[src/rtl/dsp_sequencer.sv]
// dsp_sequencer: frame-level instruction sequencer for dsp_core.
// On each sample tick it streams program memory from address 0 into the core,
// one word per clock. It then issues NOPs until the core pipeline drains and
// pulses frame_done. Between frames it grants the host access to parameter
// memory. Ticks that cannot be honoured are counted as overruns.
// Optional feature macro: DSP_SEQ_OVERRUN_COUNT_EN. When it is defined,
// overrun_count is a 16-bit saturating event counter. When it is not defined,
// overrun_count is tied to zero.
module dsp_sequencer #(
  parameter int INSTR_WIDTH     = 26,
  parameter int PROG_ADDR_WIDTH = 10,
  parameter int PIPE_DEPTH      = 4
) (
  input  logic                       clk,
  input  logic                       reset_n,
  input  logic                       sample_tick,
  input  logic [PROG_ADDR_WIDTH:0]   prog_len,
  output logic [PROG_ADDR_WIDTH-1:0] prog_rd_addr,
  output logic                       prog_rd_en,
  input  logic [INSTR_WIDTH-1:0]     prog_rd_data,
  output logic [INSTR_WIDTH-1:0]     instruction,
  output logic                       busy,
  output logic                       frame_done,
  input  logic                       host_req,
  output logic                       host_gnt,
  output logic                       overrun,
  input  logic                       overrun_clr,
  output logic [15:0]                overrun_count
);

  localparam int LEN_W   = PROG_ADDR_WIDTH + 1;
  // The drain window covers every stage after decode plus the cycle that
  // carries frame_done, so the counter runs from 0 to PIPE_DEPTH+1.
  localparam int DRAIN_W = $clog2(PIPE_DEPTH + 2);

  localparam logic [LEN_W-1:0]   MAX_LEN    = {1'b1, {PROG_ADDR_WIDTH{1'b0}}};
  localparam logic [DRAIN_W-1:0] DRAIN_LAST = DRAIN_W'(PIPE_DEPTH + 1);

  typedef enum logic [1:0] {
    S_IDLE  = 2'd0,
    S_FETCH = 2'd1,
    S_DRAIN = 2'd2,
    S_HOST  = 2'd3
  } state_t;

  state_t                     state_reg, state_next;
  logic [PROG_ADDR_WIDTH-1:0] addr_reg, addr_next;
  logic [LEN_W-1:0]           len_reg, len_next;
  logic [DRAIN_W-1:0]         drain_cnt_reg, drain_cnt_next;
  logic                       pending_reg, pending_next;
  logic                       issue_reg;
  logic                       overrun_reg, overrun_next;

  logic [LEN_W-1:0]           len_clamped;
  logic                       busy_int;
  logic                       overrun_event;
  logic                       last_fetch;

  // Frame length sampled at frame start, capped at the size of program memory.
  assign len_clamped = (prog_len > MAX_LEN) ? MAX_LEN : prog_len;

  assign busy_int = (state_reg == S_FETCH) || (state_reg == S_DRAIN);

  // A tick is lost if a frame is running or if a tick is already queued.
  assign overrun_event = sample_tick && (busy_int || pending_reg);

  // The last fetch issues address len-1. len is never zero in FETCH.
  assign last_fetch = ({1'b0, addr_reg} == (len_reg - LEN_W'(1)));

  // State and datapath registers for the frame walker.
  always_ff @(posedge clk or negedge reset_n) begin
    if (!reset_n) begin
      state_reg     <= S_IDLE;
      addr_reg      <= '0;
      len_reg       <= '0;
      drain_cnt_reg <= '0;
      pending_reg   <= 1'b0;
    end else begin
      state_reg     <= state_next;
      addr_reg      <= addr_next;
      len_reg       <= len_next;
      drain_cnt_reg <= drain_cnt_next;
      pending_reg   <= pending_next;
    end
  end

  // Next-state logic. A tick, live or pending, beats a host request in IDLE.
  always_comb begin
    state_next     = state_reg;
    addr_next      = addr_reg;
    len_next       = len_reg;
    drain_cnt_next = drain_cnt_reg;
    pending_next   = pending_reg;
    case (state_reg)
      S_IDLE: begin
        if (sample_tick || pending_reg) begin
          // A pending tick is consumed here. A live tick in the same cycle is dropped.
          pending_next   = 1'b0;
          len_next       = len_clamped;
          addr_next      = '0;
          drain_cnt_next = '0;
          state_next     = (len_clamped == '0) ? S_DRAIN : S_FETCH;
        end else if (host_req) begin
          state_next = S_HOST;
        end
      end
      S_FETCH: begin
        addr_next = addr_reg + PROG_ADDR_WIDTH'(1);
        if (last_fetch) begin
          drain_cnt_next = '0;
          state_next     = S_DRAIN;
        end
      end
      S_DRAIN: begin
        if (drain_cnt_reg == DRAIN_LAST) begin
          state_next = S_IDLE;
        end else begin
          drain_cnt_next = drain_cnt_reg + DRAIN_W'(1);
        end
      end
      S_HOST: begin
        // Only one tick can be queued while the host holds memory.
        if (sample_tick && !pending_reg) begin
          pending_next = 1'b1;
        end
        if (!host_req) begin
          state_next = S_IDLE;
        end
      end
      default: begin
        state_next = S_IDLE;
      end
    endcase
  end

  // A read issued this cycle returns data next cycle, so this flag marks that cycle.
  always_ff @(posedge clk or negedge reset_n) begin
    if (!reset_n) begin
      issue_reg <= 1'b0;
    end else begin
      issue_reg <= (state_reg == S_FETCH);
    end
  end

  // Program memory port and status outputs, decoded from the state.
  assign prog_rd_en   = (state_reg == S_FETCH);
  assign prog_rd_addr = (state_reg == S_FETCH) ? addr_reg : '0;
  assign busy         = busy_int;
  assign frame_done   = (state_reg == S_DRAIN) && (drain_cnt_reg == DRAIN_LAST);
  assign host_gnt     = (state_reg == S_HOST);

  // Pass the returned program word to the core only in the cycle after a read.
  // Every other cycle carries an all-zero NOP.
  genvar gi;
  generate
    for (gi = 0; gi < INSTR_WIDTH; gi++) begin : g_instr_gate
      assign instruction[gi] = issue_reg & prog_rd_data[gi];
    end
  endgenerate

  // Sticky overrun flag. A new event takes priority over a clear in the same cycle.
  always_comb begin
    overrun_next = overrun_reg;
    if (overrun_event) begin
      overrun_next = 1'b1;
    end else if (overrun_clr) begin
      overrun_next = 1'b0;
    end
  end

  // Overrun flag register.
  always_ff @(posedge clk or negedge reset_n) begin
    if (!reset_n) begin
      overrun_reg <= 1'b0;
    end else begin
      overrun_reg <= overrun_next;
    end
  end

  assign overrun = overrun_reg;

`ifdef DSP_SEQ_OVERRUN_COUNT_EN
  logic [15:0] overrun_count_reg, overrun_count_next;

  // Saturating event counter. A clear and an event in the same cycle leave a count of one.
  always_comb begin
    overrun_count_next = overrun_count_reg;
    if (overrun_clr) begin
      overrun_count_next = overrun_event ? 16'd1 : 16'd0;
    end else if (overrun_event && (overrun_count_reg != 16'hFFFF)) begin
      overrun_count_next = overrun_count_reg + 16'd1;
    end
  end

  // Overrun counter register.
  always_ff @(posedge clk or negedge reset_n) begin
    if (!reset_n) begin
      overrun_count_reg <= 16'd0;
    end else begin
      overrun_count_reg <= overrun_count_next;
    end
  end

  assign overrun_count = overrun_count_reg;
`else
  assign overrun_count = 16'd0;
`endif

endmodule
[config.mk]
export PLATFORM = sky130hd
export DESIGN_NAME = dsp_sequencer
export DESIGN_NICKNAME = d
export VERILOG_FILES = /design/src/rtl/dsp_sequencer.sv
export SDC_FILE = /design/constraint.sdc
export NUM_CORES = 1
export LEC_CHECK = 0
export ABC_AREA = 1
export CORE_UTILIZATION = 44
export CTS_BUF_LIST = sky130_fd_sc_hd__clkbuf_2 sky130_fd_sc_hd__clkbuf_4 sky130_fd_sc_hd__clkbuf_8
export CTS_CLUSTER_SIZE = 16
export DETAILED_ROUTE_END_ITERATION = 8
export GPL_TIMING_DRIVEN = 0
export PLACE_DENSITY = 0.85
export SYNTH_ARGS = -nofsm -noshare
export SYNTH_HDL_FRONTEND = slang
export SYNTH_SLANG_ARGS = --single-unit
export TNS_END_PERCENT = 10
[constraint.sdc]
create_clock -name clk -period 1.8 [get_ports clk]
set_input_delay 0.18 -clock clk [delete_from_list [all_inputs] [get_ports clk]]
set_output_delay 0.18 -clock clk [all_outputs]
set_load 0.01 [all_outputs]
==> impl_table.tex, run 1 <==
\begin{tabular}{lr}
\hline
Metric & Value \\
\hline
\multicolumn{2}{l}{\textbf{Worst setup path}} \\
Worst R2R Path Depth & 12 \\
Crit start category & flop \\
Worst path required time & 1.97 ns \\
Critical path origin & state\_reg[1] \\
Capture instance of the worst register-to-register path & addr\_reg[8] \\
Maximum net fanout on the critical path & 7 \\
Endpoint type of the worst setup path & flop \\
Critical path endpoint & addr\_reg[8] \\
Signal arrival time at the worst endpoint & 1.96 ns \\
CP Class & flop to flop \\
Launching point of the worst reg2reg path & state\_reg[1] \\
Reg2Reg Setup Slack & 0.009 ns \\
\multicolumn{2}{l}{\textbf{Place}} \\
Placed wire-length estimate & 4.56 mm \\
Number of placed instances with taps included & 537 \\
Pre-CTS setup slack & -0.315 ns \\
Final RePlAce weighted congestion & 0.867 \\
Quantity of I/O buffers inserted on ports & 82 \\
\multicolumn{2}{l}{\textbf{Synth}} \\
Netlist cell types & 28 \\
Netlist area before placement & 0.00232 mm\^{}2 \\
Flop and latch count out of synthesis & 29 \\
Syn avg cell area & 6.28 um\^{}2 \\
Sequential share of the synthesized area & 31.2\% \\
Synth warnings & 0 \\
Post-Synthesis Cells & 370 \\
\multicolumn{2}{l}{\textbf{Clocking}} \\
Clock tree from TritonCTS & done \\
Clock Sinks & 29 \\
H-tree depth & 2 \\
Reg clk slew, reported paths & 0.06 ns \\
Worst skew pair latency & 0.28 ns \\
Number of buffers added by the clock tree synthesis step & 5 \\
Master cell of the clock root buffer & clkbuf\_8 \\
Clock Tree Buf Depth & 2 \\
\multicolumn{2}{l}{\textbf{Routing}} \\
Vias post-DR & 2605 \\
DRT iter0 DRCs & 121 \\
Mean routed wirelength per cell & 11.0 um \\
Vias per Instance & 4.64 \\
Final Routed Wirelength & 6.19 mm \\
Remaining DRCs & 0 \\
Antenna-violating nets left & 0 \\
Router iterations before antenna repair & 4 \\
\multicolumn{2}{l}{\textbf{Flow run}} \\
Max-capacitance violation count & 0 \\
\multicolumn{2}{l}{\textbf{GRT}} \\
Via count of the first global-routing pass & 2259 \\
Maximum number of pins on one net before global-route repair & 30 \\
Overall routing resource usage & 21.6\% \\
Initial antenna violation count & 0 \\
Total gr overflow & 0 \\
Wire length of the first global-routing pass & 9.24 mm \\
\multicolumn{2}{l}{\textbf{STA}} \\
Slew margin rel. & 57.8\% \\
Final setup violation count & 0 \\
Setup repair after global routing missed its margin & true \\
Maximum clock rate & 558 MHz \\
Skew final & 0.00412 ns \\
Period minus WS final & 1.79 ns \\
Actual slew at the worst max-slew pin & 0.633 ns \\
Max-slew violation count & 0 \\
Worst-case setup margin in the final layout & 0.00931 ns \\
Fraction of the cycle the final worst path needs & 99.5\% \\
Count of endpoints failing hold in the final timing report & 0 \\
Worst hold slack after final layout & 0.462 ns \\
\multicolumn{2}{l}{\textbf{Die}} \\
Area enclosed by the die boundary & 0.00558 mm\^{}2 \\
Count of standard-cell rows & 26 \\
I/O Pins & 99 \\
Vertical die dimension & 74.7 um \\
Initial core utilization & 45.5\% \\
Die Width & 74.7 um \\
Core outline area & 0.00511 mm\^{}2 \\
\multicolumn{2}{l}{\textbf{Pwr}} \\
Power density over cell area & 1360 mW/mm\^{}2 \\
Leakage power & 2.36 nW \\
Power consumption & 0.00495 W \\
Worst-case vdd ir drop & 0.000867 V \\
\multicolumn{2}{l}{\textbf{Final layout}} \\
Flip-flop count of the largest register, all copies and words added & 11 \\
Fin nets & 543 \\
Antenna diodes & 0 \\
Layout Area Growth over Synthesis & 56.9\% \\
Ratio of cells with drive above 1 in the final layout & 18.5\% \\
Filler instances & 420 \\
Final Non-Filler Cells & 562 \\
\multicolumn{2}{l}{\textbf{Min path}} \\
Classification of the worst-slack hold path & input pin to asynchronous set/reset pin \\
\multicolumn{2}{l}{\textbf{Status}} \\
Status & finished, final reports clean \\
\hline
\end{tabular}
kinds of logic (layout without fill, tap and decap cells):
kind of cell	after synthesis	after routing	share of synthesized area, %
fa+ha+maj	9	9	4.84
simple gates	197	197	36.1
other cells	1	16	0.161
buf+inv	98	205	18.7
flops	29	29	31.2
xor+xnor	6	6	2.26
compound gates	30	30	6.73
critical path: stages, from the launching register on:
cell and delay [ns]:
dfrtp_1 0.40, inv_2 0.12, ha_4 0.16, buf_6 0.13, nand2_4 0.05, nand2_4 0.09, nand3_4 0.08, nor3_4 0.24
nand2_2 0.10, nor2_2 0.13, nand3_1 0.08, nand2_1 0.07, nor2_1 0.04
layer usage:
layer	vias up	share of wire (%)	GRT usage (%)
li1	1328	-	-
met1	1149	40	24.8
met2	118	50	40.0
met3	10	7.6	2.81
met4	0	1.7	9.64
met5	-	0	0
power by group:
part | total (W) | internal, W | switching (W)
Combinational | 0.00331 | 0.00150 | 0.00181
Sequential | 0.00109 | 0.000873 | 0.000222
Clock | 0.000549 | 0.000317 | 0.000232
Total | 0.00495 | 0.00269 | 0.00226
synthesized netlist by cell type:
library cell | number | area (um^2)
nor4_1 | 3 | 18.8
a21oi_1 | 7 | 35.0
nor3_1 | 1 | 5.00
clkbuf_1 | 5 | 18.8
inv_2 | 1 | 3.75
a21boi_0 | 1 | 7.51
nor3_2 | 2 | 20.0
nor2_1 | 40 | 150
nand3b_1 | 1 | 7.51
nand2_4 | 1 | 11.3
conb_1 | 1 | 3.75
xor2_1 | 3 | 26.3
nand3_1 | 32 | 160
o21ai_0 | 20 | 100
nor2_2 | 2 | 12.5
ha_1 | 9 | 113
nand3_2 | 1 | 10.0
and3_1 | 1 | 6.26
a221oi_1 | 1 | 8.76
buf_4 | 16 | 120
xnor2_1 | 3 | 26.3
buf_6 | 1 | 11.3
nand2_1 | 108 | 405
inv_1 | 75 | 282
nand2_2 | 4 | 25.0
dfrtp_1 | 29 | 726
nand4_1 | 1 | 6.26
o21ai_1 | 1 | 5.00
per-stage QoR:
step,util [%],area (um^2),TNS [ns]
after floorplan,-,2380,0
after global placement,64.4,3290,-3.03
after detailed placement,64.4,3290,-3.62
after CTS,67.3,3440,-0.0190
after global routing,71.4,3650,-0.588
final,71.4,3650,0
worst min path at each step:
stage / startpoint / to / slack [ns] / cells after the start
floorplan: reset_n / addr_reg[0] / -0.12 / 0
global placement: drain_cnt_reg[1] / drain_cnt_reg[1] / 0.48 / 2
detailed placement: pending_reg / pending_reg / 0.49 / 2
CTS: overrun_clr / overrun / 0.48 / 2
global route: overrun_clr / overrun / 0.53 / 2
finish: reset_n / len_reg[6] / 0.46 / 2
layout by cell type, fill, tap and decap left out, types with 10 or more instances in the layout:
master,synthesis,final
buf_4,16,33
clkbuf_2,0,10
clkdlybuf4s50_1,0,50
conb_1,1,16
dfrtp_1,29,28
dlymetal6s2s_1,0,19
inv_1,75,68
nand2_1,108,99
nand2_2,4,11
nand3_1,32,32
nor2_1,40,37
o21ai_0,20,18
cell type report:
class	instances	area [um^2]	area share, %
buffer	22	184	5.04
clock buffer	7	90.1	2.47
inverter	76	290	7.96
multi-input combinational	258	1320	36.1
sequential	29	727	19.9
tap	70	87.6	2.40
timing repair buffer	100	952	26.1
what timing repair did:
item | in CTS | in global routing
buffers inserted | 1 | 16
gates resized for setup | 31 | 69
hold buffers | 0 | 1
endpoints found under the setup margin | 45 | 50
pin swaps | 0 | 14
hold endpoints to repair | 0 | 29
No activity file was read; power rests on OpenSTA's default activity.
==> run 2, diff against run 1 <==
--- a/config.mk
+++ b/config.mk
@@ -6,12 +6,12 @@
 export NUM_CORES = 1
 export LEC_CHECK = 0
 export ABC_AREA = 1
-export CORE_UTILIZATION = 44
+export CORE_UTILIZATION = 40
 export CTS_BUF_LIST = sky130_fd_sc_hd__clkbuf_2 sky130_fd_sc_hd__clkbuf_4 sky130_fd_sc_hd__clkbuf_8
 export CTS_CLUSTER_SIZE = 16
 export DETAILED_ROUTE_END_ITERATION = 8
 export GPL_TIMING_DRIVEN = 0
-export PLACE_DENSITY = 0.85
+export PLACE_DENSITY = 0.78
 export SYNTH_ARGS = -nofsm -noshare
 export SYNTH_HDL_FRONTEND = slang
 export SYNTH_SLANG_ARGS = --single-unit
==> run 2 against run 1 <==
The flow now finishes with violations (negative setup slack). First-iteration DRC count down 24%. Hold slack worse by 0.0091 ns. Maximum frequency down 0.76%. Via count down 3.0%. Global-route usage down 2.1 points. Clock power up 6.9%. Flip-flop and latch count unchanged. Critical path depth down 5. Largest power group unchanged.
==> impl_table.tex, run 2 (same netlist as run 1, synthesis figures left out) <==
\begin{tabular}{lr}
\hline
Metric & Value \\
\hline
\multicolumn{2}{l}{\textbf{GRT}} \\
Wire length of the first global-routing pass & 9.58 mm (+3.7\%) \\
Overall routing resource usage & 19.5\% (-2.1 points) \\
Total gr overflow & 0 (unchanged) \\
Initial antenna violation count & 0 (unchanged) \\
Maximum number of pins on one net before global-route repair & 30 (unchanged) \\
Via count of the first global-routing pass & 2314 (+2.4\%) \\
\multicolumn{2}{l}{\textbf{Worst setup path}} \\
Crit start category & flop \\
Maximum net fanout on the critical path & 10 (+3) \\
Cell type of the slowest stage on the worst timing path & dfrtp\_2 \\
CP Class & flop to output pin \\
Worst path cell trace & buf\_12, ha\_4, buf\_6, clkbuf\_8, nand2\_1, inv\_1, clkdlybuf4s15\_1 \\
Endpoint type of the worst setup path & output pin \\
Signal arrival time at the worst endpoint & 1.62 ns (-0.34 ns) \\
Max stage delay on crit path & 0.44 ns (+0.04 ns) \\
Worst path required time & 1.62 ns (-0.35 ns) \\
\multicolumn{2}{l}{\textbf{STA}} \\
Slew margin rel. & 57.9\% (+0.062 points) \\
Actual slew at the worst max-slew pin & 0.632 ns (-0.000923 ns) \\
Period minus WS final & 1.80 ns (+0.0136 ns) \\
Setup repair after global routing missed its margin & true \\
Maximum clock rate & 554 MHz (-0.76\%) \\
Total negative slack & -0.00434 ns (-0.00434 ns) \\
Worst-case setup margin in the final layout & -0.00434 ns (-0.0136 ns) \\
Count of endpoints failing hold in the final timing report & 0 (unchanged) \\
Worst hold slack after final layout & 0.453 ns (-0.00906 ns) \\
Final setup violation count & 1 (+1) \\
Max-slew violation count & 0 (unchanged) \\
Skew final & 0.00603 ns (+0.00191 ns) \\
Fraction of the cycle the final worst path needs & 100\% (+0.76 points) \\
\multicolumn{2}{l}{\textbf{Die}} \\
Initial core utilization & 42.0\% (-3.6 points) \\
Vertical die dimension & 78.2 um (+4.8\%) \\
I/O Pins & 99 (unchanged) \\
Count of standard-cell rows & 27 (+3.8\%) \\
Die Width & 78.2 um (+4.8\%) \\
Area enclosed by the die boundary & 0.00612 mm\^{}2 (+9.7\%) \\
Core outline area & 0.00554 mm\^{}2 (+8.5\%) \\
\multicolumn{2}{l}{\textbf{Final layout}} \\
Finished layout cell area & 0.00364 mm\^{}2 (-0.14\%) \\
Layout Area Growth over Synthesis & 56.7\% \\
Fin nets & 536 (-1.3\%) \\
Commonest non-fill, non-tap cells in the layout & nand2\_1 (99), inv\_1 (68), clkdlybuf4s50\_1 (58), nor2\_1 (32), nand3\_1 (29) \\
Ratio of cells with drive above 1 in the final layout & 19.8\% (+1.3 points) \\
Post-Route Utilization & 65.8\% (-5.7 points) \\
Antenna diodes & 0 (unchanged) \\
Most common cell after layout, fill and taps aside & nand2\_1 \\
Flip-flop count of the largest register, all copies and words added & 11 (unchanged) \\
\multicolumn{2}{l}{\textbf{Routing}} \\
DRT iter0 DRCs & 92 (-24\%) \\
Vias post-DR & 2527 (-3.0\%) \\
Mean routed wirelength per cell & 10.9 um (-1.3\%) \\
Router iterations before antenna repair & 4 (unchanged) \\
Antenna-violating nets left & 0 (unchanged) \\
Vias per Instance & 4.53 (-2.3\%) \\
Remaining DRCs & 0 (unchanged) \\
Final Routed Wirelength & 6.06 mm (-2.0\%) \\
\multicolumn{2}{l}{\textbf{Clocking}} \\
H-tree depth & 2 (unchanged) \\
Worst skew pair latency & 0.28 ns (about the same) \\
Clock tree from TritonCTS & done \\
Reg clk slew, reported paths & 0.06 ns (about the same) \\
Master cell of the clock root buffer & clkbuf\_8 \\
Number of buffers added by the clock tree synthesis step & 5 (unchanged) \\
Clock Tree Buf Depth & 2 (unchanged) \\
Clock Sinks & 29 (unchanged) \\
\multicolumn{2}{l}{\textbf{Flow run}} \\
Max-capacitance violation count & 0 (unchanged) \\
\multicolumn{2}{l}{\textbf{Pwr}} \\
Worst-case vdd ir drop & 0.000789 V (-9.0\%) \\
Switching component of the power & 0.00236 W (+4.5\%) \\
Power consumption & 0.00509 W (+2.9\%) \\
Leakage power & 2.18 nW (-7.5\%) \\
Internal Power & 0.00273 W (+1.5\%) \\
Share of total power in the clock network & 11.5\% (+0.4 points) \\
Fraction of power spent switching nets & 46.4\% (+0.73 points) \\
Flop pwr share & 21.5\% (-0.6 points) \\
Combinational Power Share & 67.0\% (+0.2 points) \\
Power density over cell area & 1400 mW/mm\^{}2 (+3.0\%) \\
\multicolumn{2}{l}{\textbf{Place}} \\
Placed wire-length estimate & 4.53 mm (-0.68\%) \\
Post-detailed-placement cell area & 0.00329 mm\^{}2 (about the same) \\
Quantity of I/O buffers inserted on ports & 82 (unchanged) \\
Final RePlAce weighted congestion & 0.888 (+2.5\%) \\
\multicolumn{2}{l}{\textbf{Min path}} \\
Classification of the worst-slack hold path & input pin to asynchronous set/reset pin \\
\multicolumn{2}{l}{\textbf{Status}} \\
Violated checks & negative setup slack \\
Status & complete, but fails checks \\
\hline
\end{tabular}
run 2: changes by cell type in the layout (fill, tap and decap cells not counted), moves of 5 or more:
cell	change
nor2_1	-5
clkdlybuf4s50_1	+8
buf_4	-7
dlymetal6s2s_1	-9
run 2: cell type report:
cell class / count / area (um^2)
repair buffers: 93 / 890
plain buffers: 22 / 183
inverters: 76 / 285
flip-flops and latches: 29 / 728
well taps: 72 / 90.1
fillers: 478 / 1900
clock buffers: 7 / 96.3
clock inverters: 1 / 5.00
multi-input cells: 258 / 1370
run 2: power groups by stage:
| stage | clock, W | sequential, W | combinational (W) |
|---|---|---|---|
| after CTS | 0.000600 | 0.00107 | 0.00292 |
| after global placement | 0 | 0.00107 | 0.00269 |
| after floorplan | 0 | 0.00104 | 0.00187 |
| after global routing | 0.000624 | 0.00113 | 0.00381 |
| after detailed placement | 0 | 0.00108 | 0.00275 |
| final | 0.000587 | 0.00110 | 0.00341 |
run 2: stage by stage:
step | setup WS (ns) | cells
final | -0.00434 | 558
after global routing | -0.125 | 558
after CTS | 0.000665 | 548
after detailed placement | -0.379 | 539
after global placement | -0.306 | 539
after floorplan | 0.0711 | 385
run 2: timing repair:
action | CTS | global route
pin swaps | 0 | 12
endpoints found under the hold margin | 0 | 29
buffers inserted | 1 | 9
hold buffers | 0 | 1
gates resized for setup | 35 | 69
setup endpoints to repair | 47 | 50
run 2: worst max-delay path: cells and delay by family, from the launching register on:
family	cells	cell delay [ns]
adder cells (fa/ha/maj)	1	0.16
AND/OR/NAND/NOR	1	0.06
buffers and inverters	5	0.69
flip-flops	1	0.44
run 2: final timing paths:
check | from | end | slack [ns] | cells after the start
min | reset_n | len_reg[1] | 0.45 | 2
min reg2reg | drain_cnt_reg[1] | drain_cnt_reg[1] | 0.51 | 2
max reg2reg | len_reg[1] | drain_cnt_reg[0] | 0.02 | 13
max | state_reg[0] | prog_rd_addr[2] | -0.004 | 7
min in group clk | overrun_clr | overrun | 0.45 | 2
max in group asynchronous | reset_n | len_reg[2] | 0.90 | 2
run 2: metal layers:
layer  up-vias  part of all wire (%)  global-route usage, %
li1       1317                     -                      -
met1      1088                    40                   21.3
met2       114                    50                   35.1
met3         8                   9.3                   5.81
met4         0                   1.3                   7.78
met5         -                     0                      0
==> run 3, diff against run 2 <==
--- a/config.mk
+++ b/config.mk
@@ -11,8 +11,7 @@
 export CTS_CLUSTER_SIZE = 16
 export DETAILED_ROUTE_END_ITERATION = 8
 export GPL_TIMING_DRIVEN = 0
-export PLACE_DENSITY = 0.78
+export PLACE_DENSITY = 0.81
 export SYNTH_ARGS = -nofsm -noshare
 export SYNTH_HDL_FRONTEND = slang
 export SYNTH_SLANG_ARGS = --single-unit
-export TNS_END_PERCENT = 10
==> constraint.sdc (replaced) <==
create_clock -name clk -period 1.5 [get_ports clk]
set_input_delay 0.15 -clock clk [delete_from_list [all_inputs] [get_ports clk]]
set_output_delay 0.15 -clock clk [all_outputs]
set_load 0.01 [all_outputs]
==> run 3 against run 2 <==
The flow still finishes with violations (negative setup slack). Non-clock buffer count grew 11. Largest cell class unchanged. Core utilization grew 2.8 points. Critical path type is now flop to flop. Hold slack lost 0.024 ns. Sequential power grew 22%. Routed wire length grew 3.0%. Final cell count grew 1.8%. Largest power group unchanged.
==> impl_table.tex, run 3 (same netlist as run 1, synthesis figures left out) <==
\begin{tabular}{lr}
\hline
Metric & Value \\
\hline
\multicolumn{2}{l}{\textbf{STA}} \\
Skew final & 0.00300 ns (-0.00303 ns) \\
Count of endpoints failing hold in the final timing report & 0 (unchanged) \\
Period minus WS final & 1.76 ns \\
Setup repair after global routing missed its margin & true \\
Slew margin rel. & 58.0\% (+0.16 points) \\
Total negative slack & -2.13 ns (-2.13 ns) \\
Fraction of the cycle the final worst path needs & 117\% \\
Maximum clock rate & 568 MHz \\
Worst-case setup margin in the final layout & -0.261 ns (-0.257 ns) \\
Worst hold slack after final layout & 0.429 ns (-0.0243 ns) \\
Actual slew at the worst max-slew pin & 0.629 ns (-0.00234 ns) \\
Max-slew violation count & 0 (unchanged) \\
Final setup violation count & 20 (+19) \\
\multicolumn{2}{l}{\textbf{Worst setup path}} \\
Signal arrival time at the worst endpoint & 1.93 ns (+0.31 ns) \\
Max stage delay on crit path & 0.46 ns (+0.02 ns) \\
Crit start category & flop \\
CP Class & flop to flop \\
Worst path required time & 1.67 ns (+0.05 ns) \\
Maximum net fanout on the critical path & 7 (-3) \\
Buf+Inv Stages, Crit Path & 1 (-4) \\
Critical path's most frequent cell & nand2\_1 \\
Cell type of the slowest stage on the worst timing path & dfrtp\_2 \\
Cell family contributing the most delay on the critical path & simple AND/OR/NAND/NOR gates \\
Endpoint type of the worst setup path & flop \\
Worst path cell trace & inv\_1, nand2\_1, nand2\_1, nand3\_1, nand2\_1, nand3\_1, nor2\_1, nand3\_2, nand2\_4, nand2\_2, nand2\_1, nand2\_1 \\
\multicolumn{2}{l}{\textbf{Status}} \\
Status & complete, but fails checks \\
Violated checks & negative setup slack \\
\multicolumn{2}{l}{\textbf{Clocking}} \\
Clock tree from TritonCTS & done \\
Master cell of the clock root buffer & clkbuf\_8 \\
Worst skew pair latency & 0.28 ns (about the same) \\
Number of buffers added by the clock tree synthesis step & 5 (unchanged) \\
Clock Tree Buf Depth & 2 (unchanged) \\
Reg clk slew, reported paths & 0.06 ns (about the same) \\
Clock Sinks & 29 (unchanged) \\
H-tree depth & 2 (unchanged) \\
\multicolumn{2}{l}{\textbf{Routing}} \\
Top Layer Used & met4 \\
Vias post-DR & 2592 (+2.6\%) \\
Final Routed Wirelength & 6.25 mm (+3.0\%) \\
Vias per Instance & 4.56 (+0.77\%) \\
Amount of wire on met2 after detailed routing & 3.14 mm (+3.8\%) \\
DRT iter0 DRCs & 111 (+21\%) \\
Routed metal-1 wirelength & 2.49 mm (+3.8\%) \\
Antenna-violating nets left & 0 (unchanged) \\
Router iterations before antenna repair & 4 (unchanged) \\
Remaining DRCs & 0 (unchanged) \\
DR WL met3 & 498 um (-11\%) \\
Mean routed wirelength per cell & 11.0 um (+1.2\%) \\
\multicolumn{2}{l}{\textbf{Final layout}} \\
Ratio of cells with drive above 1 in the final layout & 28.8\% (+9.1 points) \\
Fin nets & 547 (+2.1\%) \\
Flip-flop count of the largest register, all copies and words added & 11 (unchanged) \\
Commonest non-fill, non-tap cells in the layout & nand2\_1 (90), inv\_1 (58), clkdlybuf4s50\_1 (41), nor2\_1 (34), buf\_4 (34) \\
Most common cell after layout, fill and taps aside & nand2\_1 \\
Antenna diodes & 0 (unchanged) \\
Layout Area Growth over Synthesis & 63.4\% \\
\multicolumn{2}{l}{\textbf{Die}} \\
I/O Pins & 99 (unchanged) \\
Core outline area & 0.00554 mm\^{}2 (unchanged) \\
Initial core utilization & 42.0\% (unchanged) \\
Die Width & 78.2 um (unchanged) \\
Area enclosed by the die boundary & 0.00612 mm\^{}2 (unchanged) \\
Count of standard-cell rows & 27 (unchanged) \\
Vertical die dimension & 78.2 um (unchanged) \\
\multicolumn{2}{l}{\textbf{Pwr}} \\
Internal Power & 0.00329 W (+20\%) \\
Leakage power & 2.23 nW (+2.4\%) \\
Power density over cell area & 1620 mW/mm\^{}2 (+16\%) \\
Power consumption & 0.00616 W (+21\%) \\
Combinational Power Share & 67.6\% (+0.6 points) \\
Switching component of the power & 0.00287 W (+22\%) \\
Worst-case vdd ir drop & 0.000868 V (+10\%) \\
Flop pwr share & 21.7\% (+0.2 points) \\
Share of total power in the clock network & 10.7\% (-0.8 points) \\
Fraction of power spent switching nets & 46.6\% (+0.28 points) \\
\multicolumn{2}{l}{\textbf{GRT}} \\
Overall routing resource usage & 20.4\% (+0.85 points) \\
Via count of the first global-routing pass & 2268 (-2.0\%) \\
Initial antenna violation count & 0 (unchanged) \\
Wire length of the first global-routing pass & 9.86 mm (+2.9\%) \\
Maximum number of pins on one net before global-route repair & 30 (unchanged) \\
Total gr overflow & 0 (unchanged) \\
\multicolumn{2}{l}{\textbf{Min path}} \\
Classification of the worst-slack hold path & input pin to asynchronous set/reset pin \\
\multicolumn{2}{l}{\textbf{Place}} \\
Final RePlAce weighted congestion & 0.879 (-1.1\%) \\
Quantity of I/O buffers inserted on ports & 82 (unchanged) \\
Placed wire-length estimate & 4.52 mm (-0.20\%) \\
\multicolumn{2}{l}{\textbf{Flow run}} \\
Max-capacitance violation count & 0 (unchanged) \\
\hline
\end{tabular}
==> run 3: changes by cell type in the layout (fill, tap and decap cells not counted), moves of 7 or more <==
cell	delta
nand2_1	-9
buf_4	+8
inv_1	-10
dlymetal6s2s_1	-7
buf_6	+12
clkdlybuf4s50_1	-17
dlygate4sd2_1	+12
==> run 3: worst reg2reg max path: stages, from the launching register on <==
cell,delay (ns)
dfrtp_2,0.46
inv_1,0.22
nand2_1,0.08
nand2_1,0.08
nand3_1,0.07
nand2_1,0.07
nand3_1,0.07
nor2_1,0.13
nand3_2,0.13
nand2_4,0.15
nand2_2,0.08
nand2_1,0.07
nand2_1,0.05
==> run 3: power by group through the flow <==
stage / Combinational, W / Sequential, W / Clock (W)
after floorplan: 0.00236 / 0.00126 / 0
after global placement: 0.00333 / 0.00130 / 0
after detailed placement: 0.00340 / 0.00131 / 0
after CTS: 0.00379 / 0.00132 / 0.000668
after global routing: 0.00463 / 0.00137 / 0.000709
final: 0.00417 / 0.00134 / 0.000657
==> run 3: cell type report <==
class,instances,area (um^2)
fill,473,1740
timing repair buffer,105,961
inverter,76,295
sequential,29,733
multi-input combinational,258,1450
tap,72,90.1
clock buffer,7,90.1
buffer,21,179
==> run 3: path summary, 6_finish.rpt <==
| kind | from | end | slack, ns | cells after the start |
|---|---|---|---|---|
| setup reg to reg | addr_reg[6] | state_reg[1] | -0.26 | 12 |
| min in group clk | overrun_clr | overrun | 0.43 | 2 |
| max in group asynchronous | reset_n | issue_reg | 0.62 | 2 |
| setup / recovery | addr_reg[6] | state_reg[1] | -0.26 | 12 |
| hold / removal | reset_n | len_reg[7] | 0.43 | 2 |
| hold reg to reg | drain_cnt_reg[1] | drain_cnt_reg[1] | 0.51 | 2 |
==> run 3: metal layers <==
layer  GRT usage, %  up-vias
met1           23.5     1131
met4           6.11        0
met3           5.12       10
met2           36.8      108
li1               -     1343
met5              0        -
==> run 3: what timing repair did <==
item | 4_1_cts | 5_1_grt
pin swaps | 11 | 15
hold endpoints to repair | 0 | 29
buffers inserted | 16 | 7
gates resized for setup | 107 | 85
cloned | 1 | 0
hold buffers | 0 | 1
endpoints found under the setup margin | 59 | 46
==> run 3: per-stage QoR <==
stage          util [%]  setup slack (ns)  instances  instance area [um^2]
2_1_floorplan         -            -0.107        385                  2420
3_3_place_gp       60.0            -0.471        539                  3330
3_5_place_dp       60.0            -0.503        539                  3330
4_1_cts            64.4            -0.224        562                  3570
5_1_grt            68.6            -0.451        568                  3800
6_report           68.6            -0.261        568                  3800
